[config.mk]
export PLATFORM = sky130hd
export DESIGN_NAME = uart_rx
export DESIGN_NICKNAME = d
export VERILOG_FILES = /design/src/rtl/uart_rx.sv
export SDC_FILE = /design/constraint.sdc
export NUM_CORES = 1
export LEC_CHECK = 0
export ABC_AREA = 1
export CAP_MARGIN = 20
export CORE_ASPECT_RATIO = 0.6
export CORE_UTILIZATION = 49
export CTS_CLUSTER_SIZE = 14
export DETAILED_ROUTE_END_ITERATION = 16
export GPL_ROUTABILITY_DRIVEN = 0
export PLACE_DENSITY = 0.69
export SKIP_LAST_GASP = 1
export SLEW_MARGIN = 40
export SYNTH_ARGS = -nofsm -noshare
export SYNTH_HDL_FRONTEND = slang
export SYNTH_SLANG_ARGS = --single-unit
export TNS_END_PERCENT = 100
[constraint.sdc]
create_clock -name i_CLK -period 4.6 [get_ports i_CLK]
set_clock_uncertainty 0.1 [all_clocks]
set_input_delay 1.15 -clock i_CLK [delete_from_list [all_inputs] [get_ports i_CLK]]
set_output_delay 1.15 -clock i_CLK [all_outputs]
set_load 0.02 [all_outputs]
[src/rtl/uart_rx.sv]
// 8N1 UART receiver: two-flop input synchroniser, mid-bit start validation, centre sampling.
// Emits a one-clock DV strobe per good byte and a one-clock ERR strobe on a low stop bit.
module uart_rx #(
  parameter int CLKS_PER_BIT = 87
) (
  input  logic       i_CLK,
  input  logic       i_RST_N,
  input  logic       i_RX_SERIAL,
  output logic       o_RX_DV,
  output logic [7:0] o_RX_BYTE,
  output logic       o_RX_ACTIVE,
  output logic       o_RX_ERR
);

  localparam logic [7:0] HALF = 8'((CLKS_PER_BIT - 1) / 2);
  localparam logic [7:0] FULL = 8'(CLKS_PER_BIT - 1);

  typedef enum logic [2:0] {
    IDLE,
    START,
    DATA,
    STOP,
    CLEANUP
  } state_t;

  state_t     state;
  logic [7:0] cnt;
  logic [2:0] idx;
  logic [7:0] shift;
  logic       rx_m;
  logic       rx_s;
  logic       break_wait;

  always_ff @(posedge i_CLK or negedge i_RST_N) begin
    if (!i_RST_N) begin
      rx_m <= 1'b1;
      rx_s <= 1'b1;
    end else begin
      rx_m <= i_RX_SERIAL;
      rx_s <= rx_m;
    end
  end

  always_ff @(posedge i_CLK or negedge i_RST_N) begin
    if (!i_RST_N) begin
      state       <= IDLE;
      cnt         <= 8'd0;
      idx         <= 3'd0;
      shift       <= 8'h00;
      break_wait  <= 1'b0;
      o_RX_DV     <= 1'b0;
      o_RX_BYTE   <= 8'h00;
      o_RX_ACTIVE <= 1'b0;
      o_RX_ERR    <= 1'b0;
    end else begin
      // Strobes default low so each is exactly one cycle wide.
      o_RX_DV  <= 1'b0;
      o_RX_ERR <= 1'b0;
      case (state)
        IDLE: begin
          cnt <= 8'd0;
          idx <= 3'd0;
          if (rx_s) break_wait <= 1'b0;
          if (!rx_s && !break_wait) begin
            state       <= START;
            o_RX_ACTIVE <= 1'b1;
          end
        end
        START: begin
          if (cnt == HALF) begin
            cnt <= 8'd0;
            if (!rx_s) begin
              state <= DATA;
            end else begin
              state       <= IDLE;
              o_RX_ACTIVE <= 1'b0;
            end
          end else begin
            cnt <= cnt + 8'd1;
          end
        end
        DATA: begin
          if (cnt == FULL) begin
            cnt        <= 8'd0;
            shift[idx] <= rx_s;
            idx        <= idx + 3'd1;
            if (idx == 3'd7) state <= STOP;
          end else begin
            cnt <= cnt + 8'd1;
          end
        end
        STOP: begin
          // Leaving at mid-stop-bit gives the next start edge time to be caught.
          if (cnt == FULL) begin
            cnt <= 8'd0;
            if (rx_s) begin
              o_RX_BYTE <= shift;
              o_RX_DV   <= 1'b1;
            end else begin
              o_RX_ERR   <= 1'b1;
              break_wait <= 1'b1;
            end
            o_RX_ACTIVE <= 1'b0;
            state       <= CLEANUP;
          end else begin
            cnt <= cnt + 8'd1;
          end
        end
        CLEANUP: begin
          cnt   <= 8'd0;
          state <= IDLE;
        end
        default: begin
          cnt         <= 8'd0;
          idx         <= 3'd0;
          o_RX_ACTIVE <= 1'b0;
          state       <= IDLE;
        end
      endcase
    end
  end

endmodule

==> impl_summary.txt, run 1 <==
----------------------------------------------------
[Routing]
  Vias ... 1417
  Number of antenna-violating nets in the routed design ... 0
  Number of vias per cell ... 5.190
  Initial DRC count ... 113
  Total wire length after detailed routing ... 3.373 mm
  Number of remaining DRC errors ... 0
  First drt pass iteration count ... 5
  Routed length per instance ... 12.36 um

[Finish]
  Inserted Diodes ... 0
  Number of filler instances in the final layout ... 281
  Share of final-layout standard cells stronger than drive strength 1 ... 0.1272
  Final standard cell area without fillers ... 2062 um^2
  Nets ... approximately 230
  Area Growth Syn to Fin ... 15.16%
  Register Area ... 903.4 um^2
  Post-route core utilization ... 0.6131
  Leading cell type in the layout, fill and taps excluded ... nand2_1
  Highest-count cells in the layout ignoring fill and taps ... 51 x nand2_1, 34 x dfrtp_1, 24 x inv_1
  Area of the multi-input gates ... 765.7 um^2

[Pwr]
  Sequential fraction of design power ... 0.434
  Switching Fraction ... 0.3839
  Maximum ir drop on the vdd rail ... approximately 330 uV
  PD cells ... 448.1 nW/um^2
  Internal ... 0.0005693 W
  Net Sw Power ... about 0.00035 W
  Standby leakage power ... 0.9292 nW
  Clock Power Share ... 0.245
  Logic pwr share ... 0.321

[Critical path]
  Required time at the endpoint of the critical path ... 3.35 ns
  Arrival @ worst endpoint ... 1.26 ns
  Cell chain of the critical path ... clkdlybuf4s50_1
  Gate family responsible for the most delay along the worst path ... buffers and inverters
  Kind of end point of the critical path ... output pin
  Max FO, Critical Path ... 2
  WP buf/inv ... 1
  Startpoint kind of the worst setup timing path ... flop
  Slowest cell on the critical path ... clkdlybuf4s50_1
  CP Class ... flop to output pin
  Crit path largest cell delay ... between 0.6 and 0.7 ns

[Timing]
  Final sum of negative setup slack ... 0 ns
  RSZ-0062 raised after global routing ... no
  Final worst path period share ... 0.5450
  Final critical path time including I/O delays and setup ... 2.507 ns
  Final critical-path setup slack ... 2.093 ns
  Final number of setup-violating endpoints ... 0
  Timing-limited maximum frequency ... between 300 and 400 MHz
  Final Hold Fails ... 0
  Number of pins with negative max-slew slack in the final report ... 0
  Pin slew with the least headroom to its limit ... around 0.49 ns
  Worst relative slew slack ... 0.6760

[Clock tree]
  Clock Tree Root ... clkbuf_8
  Number of gates resized after cts ... 0
  Clock Latency Late Sink ... roughly 0.28 ns
  Post-CTS Hold Buffers ... 0
  H-tree depth ... 2
  Number of clock sinks ... 36
  Num CTS Buffers ... 5
  Maximum clock insertion buffer count ... 2
  TritonCTS clock tree ... done
  Number of buffers inserted to repair setup after CTS ... 0
  Clock Pin Slew Worst Setup and Hold Paths ... 0.07 ns

[Placement]
  HPWL Detailed ... about 2.4 mm
  Number of port buffers ... 13
  Setup WS pre-CTS ... 2.398 ns
  Post-placement cell area ... 1972 um^2

[Logic synthesis]
  Post-Synthesis Cell Area ... 1790 um^2
  Proportion of register bits with asynchronous set or reset after synthesis ... 1.000
  Prevailing post-synth register cell ... dfrtp_1
  Library cell with the largest summed area after synthesis ... dfrtp_1
  Synth Area in XOR/XNOR ... 0.02446
  Main combinational cell family by area after synthesis ... simple AND/OR/NAND/NOR gates
  Simple-gate share of the synthesized area ... 0.2704
  Synthesized area divided by synthesized cell count ... 8.608 um^2
  Compound-gate portion of the synthesized area ... 0.1048
  Post-synthesis instance total ... 208
  Proportion of synthesized area in mux cells ... 0
  FF+latch count, synth ... 36
  Number of enable flip-flop cells after synthesis ... 0
  Portion of synthesized cell area occupied by the leading cell type ... 0.4752
  Count of cell types in the netlist ... 27
  Yosys synthesis warning count ... 0
  Syn_nets ... 215
  Register area share after synthesis ... 0.5045
  Largest cells by area after synthesis ... dfrtp_1 48%, nand2_1 11%, inv_1 5.0%
  Fraction of the mapped netlist area in adder cells ... 0.02795

[Global route]
  Global-route wire length before repair ... 5.878 mm
  Antenna violations before repair ... 0
  Final global-route overflow total ... 0
  GRT Resource Usage Total ... 0.2028
  Largest net degree at the start of global routing ... 37
  Vias in the first global route ... roughly 1300

[Die]
  Number of standard-cell rows in the floorplan ... 16
  Die X-Extent ... 80.04 um
  Num ports ... 14
  Initial Utilization ... 0.5324
  Total die area ... approximately 4000 um^2
  Floorplan core area ... ~3400 um^2
  Vertical die dimension ... about 49 um

[Hold path]
  Min-delay worst type ... flop to flop

[Job]
  Max capacitance violation total ... 0

[Status]
  Status ... completed

----------------------------------------------------
registers in the layout, summed over array words and instances, names as in the netlist, 3 cells and up:
signal,cells
shift,8
o_RX_BYTE,8
state,3
idx,3
cnt,8
cell usage after synthesis, types with 3 or more instances:
cell type / count
inv_1: 24
o21ai_0: 9
o21ai_2: 3
dfrtp_1: 34
ha_1: 4
o21ai_1: 12
nand2_2: 3
a21oi_1: 8
inv_2: 5
nand2_1: 51
nand3_1: 17
xor2_1: 3
nor2_1: 17
layout make-up:
cell class                 count  share of cell area
multi-input combinational    141              0.3714
tap                           45             0.02731
timing repair buffer          14             0.06675
clock buffer                   8             0.04369
sequential                    36              0.4381
inverter                      29             0.05279
worst paths after layout:
path	from	to	slack, ns	cells after the start
worst max-delay path	o_RX_BYTE[1]$_DFFE_PN0P_	o_RX_BYTE[1]	2.09	1
worst min-delay path	rx_m$_DFF_PN1_	rx_s$_DFF_PN1_	0.26	0
worst max register to register	cnt[0]$_DFF_PN0_	cnt[6]$_DFF_PN0_	2.85	7
worst min register to register	rx_m$_DFF_PN1_	rx_s$_DFF_PN1_	0.26	0
max in group asynchronous	i_RST_N	rx_s$_DFF_PN1_	2.89	2
min in group asynchronous	i_RST_N	state[1]$_DFFE_PN0P_	1.17	2
power by group through the flow:
stage,Combinational [W],Clock [W],Sequential [W]
after floorplan,0.000229,0,0.000398
after global placement,0.000288,0,0.000401
after detailed placement,0.000295,0,0.000406
after global routing,0.000331,0.000250,0.000405
after CTS,0.000297,0.000232,0.000400
final,0.000296,0.000226,0.000401
metal layers:
layer | track usage | up-vias | wire length, um
met5 | 0 | - | 0
met4 | 0.06548 | 0 | 37
met3 | 0.06729 | 5 | 174
met2 | 0.2806 | 39 | 1475
met1 | 0.2995 | 668 | 1685
li1 | - | 705 | -
cell families (layout without fill, tap and decap cells):
kind of cell	after synthesis	after routing
AO/OA/AOI/OAI	34	34
XOR/XNOR	5	5
adder cells (fa/ha/maj)	4	4
buffers and inverters	31	51
flip-flops	36	36
AND/OR/NAND/NOR	98	98
stage by stage:
stage,std cells,hold slack [ns],total power [W]
2_1_floorplan,208,0.2452,0.0006271
3_3_place_gp,265,0.2479,0.0006889
5_1_grt,273,0.2604,0.0009856
4_1_cts,273,0.2564,0.0009291
6_report,273,0.2560,0.0009240
3_5_place_dp,265,0.2468,0.0007005
Note: power is estimated with default switching activity, not from simulation.
==> inputs of run 2 (changes only) <==
Settings changed: PLACE_DENSITY 0.69 to 0.72.
Clock period 4.6 ns to 2.1 ns, I/O delays scaled along.
==> run 2 against run 1 <==
Effect of this change: power up 130%; routed wire length down 5.2%; non-clock buffer count unchanged; setup slack worse by 1.9 ns; register-to-register slack worse by 2.5 ns; die area unchanged; via count down 5.4%; sequential share of layout area down 0.34 points; worst hold slack worse by 0.092 ns; critical endpoint is now o_RX_BYTE[5]; largest cell class unchanged.
==> impl_summary.txt, run 2 (synthesis gave the netlist of run 1 again) <==
----------------------------------------------------
[Routing]
  Number of antenna-violating nets in the routed design ... 0
  Vias ... 1341
  Number of remaining DRC errors ... 0
  Total wire length after detailed routing ... 3.199 mm
  Post-Route M1 WL ... 1.864 mm
  Top routing layer in use ... met4
  Met3 layer wire length in the routed design ... between 100 and 150 um
  Routed length per instance ... around 12 um
  Initial DRC count ... 93
  First drt pass iteration count ... 4
  Number of vias per cell ... 4.912
  Routed wl met2 ... 1.157 mm

[Clock tree]
  TritonCTS clock tree ... done
  Num CTS Buffers ... 5
  Clock Pin Slew Worst Setup and Hold Paths ... approximately 0.07 ns
  Maximum clock insertion buffer count ... 2
  Number of buffers inserted to repair setup after CTS ... 0
  H-tree depth ... 2
  Clock Latency Late Sink ... 0.29 ns
  Clock Tree Root ... clkbuf_8
  Number of gates resized after cts ... 0
  Number of clock sinks ... 36
  Post-CTS Hold Buffers ... 0

[Hold path]
  Min-delay worst type ... primary input to async pin

[Timing]
  Final sum of negative setup slack ... 0 ns
  RSZ-0062 raised after global routing ... no
  Timing-limited maximum frequency ... around 540 MHz
  Number of pins with negative max-slew slack in the final report ... 0
  Worst relative slew slack ... 0.6755
  Pin slew with the least headroom to its limit ... 0.4862 ns
  Final worst path period share ... 0.8890
  Fin Hold WS ... 0.1638 ns
  Final number of setup-violating endpoints ... 0
  Final critical path time including I/O delays and setup ... ~1.9 ns
  Final Hold Fails ... 0

[Critical path]
  WP buf/inv ... 1
  Max FO, Critical Path ... 2
  Kind of end point of the critical path ... output pin
  Cell chain of the critical path ... clkdlybuf4s50_1
  Path depth of the worst reg2reg path ... 7
  Slowest cell on the critical path ... clkdlybuf4s50_1
  Gate family responsible for the most delay along the worst path ... buffers and inverters
  Arrival @ worst endpoint ... 1.24 ns
  CP Class ... flop to output pin
  Required time at the endpoint of the critical path ... ~1.5 ns
  Crit path largest cell delay ... 0.60 ns
  Startpoint kind of the worst setup timing path ... flop
  WP depth ... 1

[Die]
  Number of standard-cell rows in the floorplan ... 16
  Num ports ... 14
  Total die area ... around 3900 um^2
  Floorplan core area ... around 3400 um^2
  Vertical die dimension ... 48.83 um
  Die X-Extent ... roughly 80 um
  Initial Utilization ... 0.5324

[Pwr]
  Standby leakage power ... between 0.9 and 1 nW
  PD cells ... 1022 nW/um^2
  Maximum ir drop on the vdd rail ... 633.6 uV

[Global route]
  Final global-route overflow total ... 0
  Antenna violations before repair ... 0
  GRT Resource Usage Total ... 0.1937
  Vias in the first global route ... 1205
  Global-route wire length before repair ... between 5 and 6 mm
  Largest net degree at the start of global routing ... 37

[Finish]
  Leading cell type in the layout, fill and taps excluded ... nand2_1
  Top Registers ... cnt: 8 flops, o_RX_BYTE: 8 flops, shift: 8 flops
  Area Growth Syn to Fin ... 16.07%
  Number of filler instances in the final layout ... 286
  Highest-count cells in the layout ignoring fill and taps ... 51 x nand2_1, 34 x dfrtp_1, 24 x inv_1
  Share of final-layout standard cells stronger than drive strength 1 ... 0.1404
  Final standard cell area without fillers ... just over 2000 um^2
  Nets ... between 200 and 250
  Inserted Diodes ... 0

[Placement]
  Post-placement cell area ... 1967 um^2
  Number of port buffers ... 13
  HPWL Detailed ... about 2.3 mm

[Job]
  Max capacitance violation total ... 0

[Status]
  Status ... completed

----------------------------------------------------
-- run 2: worst paths after layout --
path	start	endpoint	slack, ns
max reg2reg	cnt[0]$_DFF_PN0_	o_RX_BYTE[1]$_DFFE_PN0P_	0.31
min	i_RST_N	o_RX_ACTIVE$_DFFE_PN0P_	0.16
min in group i_CLK	rx_m$_DFF_PN1_	rx_s$_DFF_PN1_	0.26
max in group asynchronous	i_RST_N	rx_m$_DFF_PN1_	1.39
min reg2reg	rx_m$_DFF_PN1_	rx_s$_DFF_PN1_	0.26
max	o_RX_BYTE[5]$_DFFE_PN0P_	o_RX_BYTE[5]	0.23
-- run 2: where the power goes --
part | switching, W | internal (W) | leakage [nW] | total [W]
clock network | 0.000250 | 0.000351 | 0.0541 | 0.000601
registers | 0.000101 | 0.000768 | 0.486 | 0.000869
logic | 0.000444 | 0.000211 | 0.398 | 0.000654
-- run 2: through the flow --
step / utilization / total power [W] / std cells / setup WS, ns
2_1_floorplan: - / 0.001374 / 208 / 0.6169
3_3_place_gp: 0.5848 / 0.001522 / 265 / 0.3758
3_5_place_dp: 0.5848 / 0.001533 / 265 / 0.3501
4_1_cts: 0.6179 / 0.002140 / 273 / 0.2228
5_1_grt: 0.6179 / 0.002264 / 273 / 0.1714
6_report: 0.6179 / 0.002124 / 273 / 0.2331
-- run 2: final cells by class --
cell class,instances,area (um^2),area share
sequential,36,903.4,0.4347
clock buffer,5,68.82,0.03311
multi-input combinational,141,765.7,0.3685
tap,45,56.30,0.02709
inverter,29,108.9,0.05238
timing repair buffer,14,132.6,0.06382
clock inverter,3,42.54,0.02047
-- run 2: per-layer routing --
| metal | global-route usage | vias up |
|---|---|---|
| met1 | 0.3177 | 604 |
| li1 | - | 705 |
| met2 | 0.2336 | 27 |
| met3 | 0.05607 | 5 |
| met4 | 0.07143 | 0 |
| met5 | 0 | - |
